`src/rtl/frame_stack_pkg.sv`:
```
// Shared definitions for the frame stack: frame layout, position codes
// and FSM state encoding.
package frame_stack_pkg;

  localparam int unsigned POS_W   = 5;
  localparam int unsigned FIELD_W = 8;
  localparam int unsigned FRAME_W = POS_W + 4 * FIELD_W;  // 37

  // Field offsets inside a packed frame {position, i, z, k, l}
  localparam int unsigned OFF_L   = 0;
  localparam int unsigned OFF_K   = 8;
  localparam int unsigned OFF_Z   = 16;
  localparam int unsigned OFF_I   = 24;
  localparam int unsigned OFF_POS = 32;

  // Resume-position codes shared with the ex stage
  typedef enum logic [POS_W-1:0] {
    POS_NONE        = 5'd0,
    POS_A_INSERTION = 5'd1,
    POS_C_INSERTION = 5'd2,
    POS_G_INSERTION = 5'd3,
    POS_T_INSERTION = 5'd4,
    POS_A_DELETION  = 5'd5,
    POS_C_DELETION  = 5'd6,
    POS_G_DELETION  = 5'd7,
    POS_T_DELETION  = 5'd8
  } pos_t;

  typedef enum logic [2:0] {
    S_IDLE   = 3'd0,
    S_ISSUE  = 3'd1,
    S_SETTLE = 3'd2,
    S_DONE   = 3'd3,
    S_ERR    = 3'd4
  } state_t;

  function automatic logic [FRAME_W-1:0] pack_frame(
    input logic [POS_W-1:0]   pos,
    input logic [FIELD_W-1:0] i,
    input logic [FIELD_W-1:0] z,
    input logic [FIELD_W-1:0] k,
    input logic [FIELD_W-1:0] l
  );
    return {pos, i, z, k, l};
  endfunction

endpackage

```
`src/rtl/frame_stack_ram.sv`:
```
// DEPTH x FRAME_W register file: one full-frame write port, one
// position-only write port and a registered top-of-stack read port.
module frame_ram
  import frame_stack_pkg::*;
#(
  parameter int unsigned DEPTH = 32,
  parameter int unsigned AW    = (DEPTH > 1) ? $clog2(DEPTH) : 1
) (
  input  logic               clk,
  input  logic               rst,
  input  logic               i_we,
  input  logic [AW-1:0]      i_waddr,
  input  logic [FRAME_W-1:0] i_wdata,
  input  logic               i_pwe,
  input  logic [AW-1:0]      i_paddr,
  input  logic [POS_W-1:0]   i_pdata,
  input  logic               i_rd_en,
  input  logic [AW-1:0]      i_raddr,
  output logic [FRAME_W-1:0] o_rdata
);

  logic [FRAME_W-1:0] r_mem [DEPTH];
  logic [FRAME_W-1:0] r_rdata;

  // Storage writes; the two ports never target the same entry
  always_ff @(posedge clk) begin
    if (i_we)
      r_mem[i_waddr] <= i_wdata;
    if (i_pwe)
      r_mem[i_paddr][OFF_POS +: POS_W] <= i_pdata;
  end

  // Registered read; a same-cycle full write is forwarded so a freshly
  // loaded root frame is visible one cycle after it is written
  always_ff @(posedge clk) begin
    if (rst)
      r_rdata <= '0;
    else if (i_rd_en)
      r_rdata <= (i_we && (i_waddr == i_raddr)) ? i_wdata : r_mem[i_raddr];
  end

  assign o_rdata = r_rdata;

endmodule

```
`src/rtl/frame_stack.sv`:
```
// Recursion frame stack downstream of the ex stage.
// Optional hit capture is built when FRAME_STACK_HIT_EN is defined.
module frame_stack
  import frame_stack_pkg::*;
#(
  parameter int unsigned DEPTH = 32,
  parameter int unsigned PW    = $clog2(DEPTH + 1)
) (
  input  logic          clk,
  input  logic          rst,
  input  logic          start,
  input  logic [7:0]    i0,
  input  logic [7:0]    z0,
  input  logic [7:0]    k0,
  input  logic [7:0]    l0,
  input  logic          res_valid,
  input  logic          new_call,
  input  logic [7:0]    i_new,
  input  logic [7:0]    z_new,
  input  logic [7:0]    k_new,
  input  logic [7:0]    l_new,
  input  logic          en_new_position,
  input  logic [4:0]    new_position,
  input  logic          over_1,
  input  logic          over_2,
  input  logic          finish,
  input  logic [7:0]    current_k,
  input  logic [7:0]    current_l,
  output logic          frame_valid,
  output logic [4:0]    top_position,
  output logic [7:0]    top_i,
  output logic [7:0]    top_z,
  output logic [7:0]    top_k,
  output logic [7:0]    top_l,
  output logic [PW-1:0] depth,
  output logic          done,
  output logic          err,
  output logic          hit_valid,
  output logic [7:0]    hit_k,
  output logic [7:0]    hit_l,
  output logic [7:0]    hit_count
);

  localparam int unsigned AW = (DEPTH > 1) ? $clog2(DEPTH) : 1;

  state_t        r_state;
  logic [PW-1:0] r_depth;
  logic          r_frame_valid;
  logic          r_done;
  logic          r_err;

  logic          w_start;
  logic          w_accept;
  logic          w_pop;
  logic          w_full;
  logic          w_push;
  logic          w_rewrite;
  logic [PW-1:0] w_depth_m1;
  logic [AW-1:0] w_top_idx;
  logic          w_we;
  logic [AW-1:0] w_waddr;
  logic [FRAME_W-1:0] w_wdata;
  logic          w_rd_en;
  logic [AW-1:0] w_raddr;
  logic [FRAME_W-1:0] w_rdata;

  assign w_depth_m1 = r_depth - PW'(1);
  assign w_top_idx  = w_depth_m1[AW-1:0];
  assign w_full     = (r_depth == PW'(DEPTH));
  assign w_pop      = over_2 | over_1 | finish;

  // Decode the accepted command into storage write/read strobes
  always_comb begin
    w_start   = start && ((r_state == S_IDLE) || (r_state == S_DONE) ||
                          (r_state == S_ERR));
    w_accept  = (r_state == S_ISSUE) && res_valid;
    w_push    = w_accept && !w_pop && new_call && !w_full;
    // With new_call the top rewrite rides along with the push; a refused
    // push leaves the whole stack untouched, rewrite included.
    w_rewrite = w_accept && !w_pop && (new_call ? !w_full : en_new_position);
    w_we      = w_start || w_push;
    w_waddr   = w_start ? '0 : r_depth[AW-1:0];
    w_wdata   = w_start ? pack_frame(POS_NONE, i0, z0, k0, l0)
                        : pack_frame(POS_NONE, i_new, z_new, k_new, l_new);
    w_rd_en   = w_start || (r_state == S_SETTLE);
    w_raddr   = w_start ? '0 : w_top_idx;
  end

  frame_ram #(
    .DEPTH (DEPTH),
    .AW    (AW)
  ) u_frame_ram (
    .clk     (clk),
    .rst     (rst),
    .i_we    (w_we),
    .i_waddr (w_waddr),
    .i_wdata (w_wdata),
    .i_pwe   (w_rewrite),
    .i_paddr (w_top_idx),
    .i_pdata (new_position),
    .i_rd_en (w_rd_en),
    .i_raddr (w_raddr),
    .o_rdata (w_rdata)
  );

`ifdef FRAME_STACK_HIT_EN
  logic       r_hit_valid;
  logic [7:0] r_hit_k;
  logic [7:0] r_hit_l;
  logic [7:0] r_hit_count;
`else
  logic w_unused_hit;
  assign w_unused_hit = ^{current_k, current_l};
`endif

  // Control FSM: depth tracking, status flags and hit capture
  always_ff @(posedge clk) begin
    if (rst) begin
      r_state       <= S_IDLE;
      r_depth       <= '0;
      r_frame_valid <= 1'b0;
      r_done        <= 1'b0;
      r_err         <= 1'b0;
`ifdef FRAME_STACK_HIT_EN
      r_hit_valid   <= 1'b0;
      r_hit_k       <= '0;
      r_hit_l       <= '0;
      r_hit_count   <= '0;
`endif
    end else begin
`ifdef FRAME_STACK_HIT_EN
      r_hit_valid <= 1'b0;
`endif
      case (r_state)
        S_IDLE, S_DONE, S_ERR: begin
          if (start) begin
            r_state       <= S_ISSUE;
            r_depth       <= PW'(1);
            r_frame_valid <= 1'b1;
            r_done        <= 1'b0;
            r_err         <= 1'b0;
`ifdef FRAME_STACK_HIT_EN
            r_hit_count   <= '0;
`endif
          end
        end
        S_ISSUE: begin
          if (res_valid) begin
            r_frame_valid <= 1'b0;
            if (w_pop) begin
`ifdef FRAME_STACK_HIT_EN
              if (over_2) begin
                r_hit_valid <= 1'b1;
                r_hit_k     <= current_k;
                r_hit_l     <= current_l;
                if (r_hit_count != 8'hFF)
                  r_hit_count <= r_hit_count + 8'd1;
              end
`endif
              r_depth <= w_depth_m1;
              if (r_depth == PW'(1)) begin
                r_state <= S_DONE;
                r_done  <= 1'b1;
              end else begin
                r_state <= S_SETTLE;
              end
            end else if (new_call && w_full) begin
              r_state <= S_ERR;
              r_err   <= 1'b1;
            end else begin
              if (new_call)
                r_depth <= r_depth + PW'(1);
              r_state <= S_SETTLE;
            end
          end
        end
        S_SETTLE: begin
          r_state       <= S_ISSUE;
          r_frame_valid <= 1'b1;
        end
        default: begin
          r_state       <= S_IDLE;
          r_frame_valid <= 1'b0;
        end
      endcase
    end
  end

  assign frame_valid  = r_frame_valid;
  assign depth        = r_depth;
  assign done         = r_done;
  assign err          = r_err;
  assign top_position = w_rdata[OFF_POS +: POS_W];
  assign top_i        = w_rdata[OFF_I +: FIELD_W];
  assign top_z        = w_rdata[OFF_Z +: FIELD_W];
  assign top_k        = w_rdata[OFF_K +: FIELD_W];
  assign top_l        = w_rdata[OFF_L +: FIELD_W];

`ifdef FRAME_STACK_HIT_EN
  assign hit_valid = r_hit_valid;
  assign hit_k     = r_hit_k;
  assign hit_l     = r_hit_l;
  assign hit_count = r_hit_count;
`else
  assign hit_valid = 1'b0;
  assign hit_k     = '0;
  assign hit_l     = '0;
  assign hit_count = '0;
`endif

endmodule

```
`config.mk`:
```
export PLATFORM = sky130hd
export DESIGN_NAME = frame_stack
export DESIGN_NICKNAME = d
export VERILOG_FILES = /design/src/rtl/frame_stack_pkg.sv /design/src/rtl/frame_stack_ram.sv /design/src/rtl/frame_stack.sv
export SDC_FILE = /design/constraint.sdc
export NUM_CORES = 2
export LEC_CHECK = 0
export ABC_AREA = 1
export CAP_MARGIN = 30
export CORE_AREA = 2 2 383 309
export CTS_CLUSTER_DIAMETER = 120
export DETAILED_ROUTE_END_ITERATION = 8
export DIE_AREA = 0 0 385 311
export GPL_ROUTABILITY_DRIVEN = 0
export PLACE_DENSITY_LB_ADDON = 0.12
export SLEW_MARGIN = 0
export SYNTH_ARGS = -nofsm -noshare
export SYNTH_HDL_FRONTEND = slang
export SYNTH_HIERARCHICAL = 1
export SYNTH_SLANG_ARGS = --single-unit
```
`constraint.sdc`:
```
create_clock -name clk -period 4.8 [get_ports clk]
set_input_delay 0.96 -clock clk [delete_from_list [all_inputs] [get_ports clk]]
set_output_delay 0.96 -clock clk [all_outputs]
set_load 0.01 [all_outputs]
```
==> results.txt <==
slew margin rel. -> 32.6%
DR vias/cell -> 5.62
DIE AREA -> 120000 sq um
Post-CTS Setup Bufs -> 0
Global Route Usage Sum -> 26.5%
setup TNS -> 0 ns
chip height -> 311 microns
gr ovfl total -> 0
clock root buffer -> clkbuf_16
slowest stage delay, CP -> 0.72 ns
CTS Hold Bufs -> 0
Cells after DPL -> 6454
yosys warns -> 6
initial core utilization -> 45.8%
most frequent cells in the layout -> nand2_1, edfxtp_1, nand3_1
final core utilization -> 52.3%
DRC -> 0
Fin Hold WS -> 0.460 ns
final setup fails -> 0
Seq cells post-synth -> 1233
R2R Setup Slk -> 1.17 ns
io pins -> 165
Post-CTS Resized -> 0
vias in the first global route -> 35100
H-tree levels -> 4
register area share after synthesis -> 68.9%
drt total wl -> 160000 microns
period utilization -> 75.7%
Avg Inst Size Synth -> 10.8 sq um
drt first-iter violations -> 4175
post-DR wirelength/cell -> 23.9 microns
mapped cell area -> 53000 sq um
transition time of the tightest slew-check pin -> 1.01 ns
commonest non-fill, non-tap cell in the layout -> nand2_1
CP endpoint kind -> flop
P&R area growth vs syn -> 14.2%
first-pass GRT wire length -> 234000 microns
chip width -> 385 microns
antenna cells -> 0
Slew Viols, Final -> 0
Hold Crit Class -> reg -> reg
Vias -> 37500
Num CTS Buffers -> 130
WS Path Type -> reg -> reg
largest net degree at the start of global routing -> 106
DRT Pass-1 Iters -> 8
power per cell area -> 689 nW/um^2
Final Critical Period -> 3.63 ns
Num Clock Sinks -> 1233
Critical-path top delay cell -> nor3_1
non-filler instance count after layout -> 6680
Routed Antenna Nets -> 0
Max Freq -> 275 MHz
initial antenna violation count -> 0
worst-path maximum fanout -> 9
CTS tree -> built
Final HPWL DP -> 86700 microns
crit path launch type -> flop
# rows -> 112
CP required -> 5.17 ns
buffers added on ports -> 123
Core Region -> 116000 sq um
Max-Cap Viols -> 0
final hold viol count -> 0
maximum clock insertion buffer count -> 3
leakage power -> 0.0222 uW
Crit path top cell by count -> inv_1
signal arrival time at the worst endpoint -> 4.00 ns
RSZ-0062 raised after global routing -> false
Post-Synthesis Cells -> 4916
Max Clock Skew -> 0.0221 ns
maximum VDD drop -> 0.737 mV
CTS clk-pin slew, worst paths -> 0.05 ns
Synth cell types -> 31
ordered cell list for the critical path -> inv_1, ha_1, xnor2_1, inv_1, nor3_1, nand2_1, o21ai_0
status -> completed
clk_lat worst skew -> 0.74 ns
fin nets -> 5145
share of layout cells above drive strength 1 -> 8.17%
critical path, delay by kind of cell, from the launching register on:
family                   cells  cell delay [ns]
adder cells (fa/ha/maj)      1             0.30
AND/OR/NAND/NOR              2             1.08
XOR/XNOR                     1             0.36
AO/OA/AOI/OAI                1             0.42
buffers and inverters        2             0.51
flip-flops                   1             0.59
synth_stat cells (all sizes together):
| cell type | number | area (sq um) |
|---|---|---|
| nor3 | 24 | 130 |
| nand3 | 975 | 4890 |
| buf | 269 | 1710 |
| o211ai | 3 | 22.5 |
| o21a | 1 | 7.51 |
| dfxtp | 49 | 981 |
| inv | 147 | 552 |
| nor4 | 1 | 6.26 |
| clkbuf | 70 | 263 |
| xnor2 | 2 | 17.5 |
| conb | 1 | 3.75 |
| xor2 | 1 | 8.76 |
| o22ai | 163 | 1020 |
| nand4 | 4 | 31.3 |
| edfxtp | 1184 | 35600 |
| a21oi | 48 | 240 |
| ha | 4 | 50.1 |
| o21ai | 84 | 420 |
| nand2 | 1729 | 6490 |
| nor2 | 157 | 624 |
routing by layer:
metal	track usage, %	routed length, microns	up-vias
li1	-	-	17400
met2	40.0	71400	1586
met3	3.88	12700	244
met4	8.61	4410	0
met5	0	0	-
met1	39.4	71300	18300
per-stage QoR:
step	instance area [sq um]	setup slack (ns)	power, uW
2_1_floorplan	53100	0.873	25800
3_3_place_gp	56600	0.700	32200
3_5_place_dp	56600	0.658	32300
4_1_cts	60600	1.26	41700
5_1_grt	60600	0.964	44100
6_report	60600	1.17	41700
final timing paths:
check | to | cells past startpoint | startpoint
worst max-delay path | u_frame_ram/r_mem[10][32] | 7 | depth[0]
worst min-delay path | done | 2 | done
worst max register to register | u_frame_ram/r_mem[10][32] | 7 | depth[0]
worst min register to register | done | 2 | done
cell families (layout without fill, tap and decap cells):
logic type | Yosys count | after routing | synth area share [%]
AOI/OAI and AO/OA | 299 | 299 | 3.23
and+or+nand+nor | 2890 | 2890 | 23.0
buffers and inverters | 486 | 682 | 4.76
other | 1 | 30 | 0.00707
xor gates and xnor gates | 3 | 3 | 0.0496
DFF | 1233 | 1233 | 68.9
adders and majority gates | 4 | 4 | 0.0944
sequential cells by signal (all words and copies together) (netlist names):
| name | cells |
|---|---|
| u_frame_ram/o_rdata | 37 |
| u_frame_ram/r_mem | 1184 |
| frame_valid | 1 |
| depth | 6 |
| err | 1 |
| done | 1 |
| r_state | 3 |
layout make-up:
class                      count  area (sq um)
sequential                  1233         36500
clock inverter                50           287
fill                       10100         55300
multi-input combinational   3226         14400
inverter                     147           574
timing repair buffer         309          3230
clock buffer                 176          3660
tap                         1539          1930
report_power, final:
| part | internal (uW) | switching, uW | total, uW |
|---|---|---|---|
| sequential | 13300 | 244 | 13600 |
| combinational | 5330 | 13300 | 18700 |
| clock | 5420 | 4080 | 9490 |
Power figures use the tool's default switching activity.
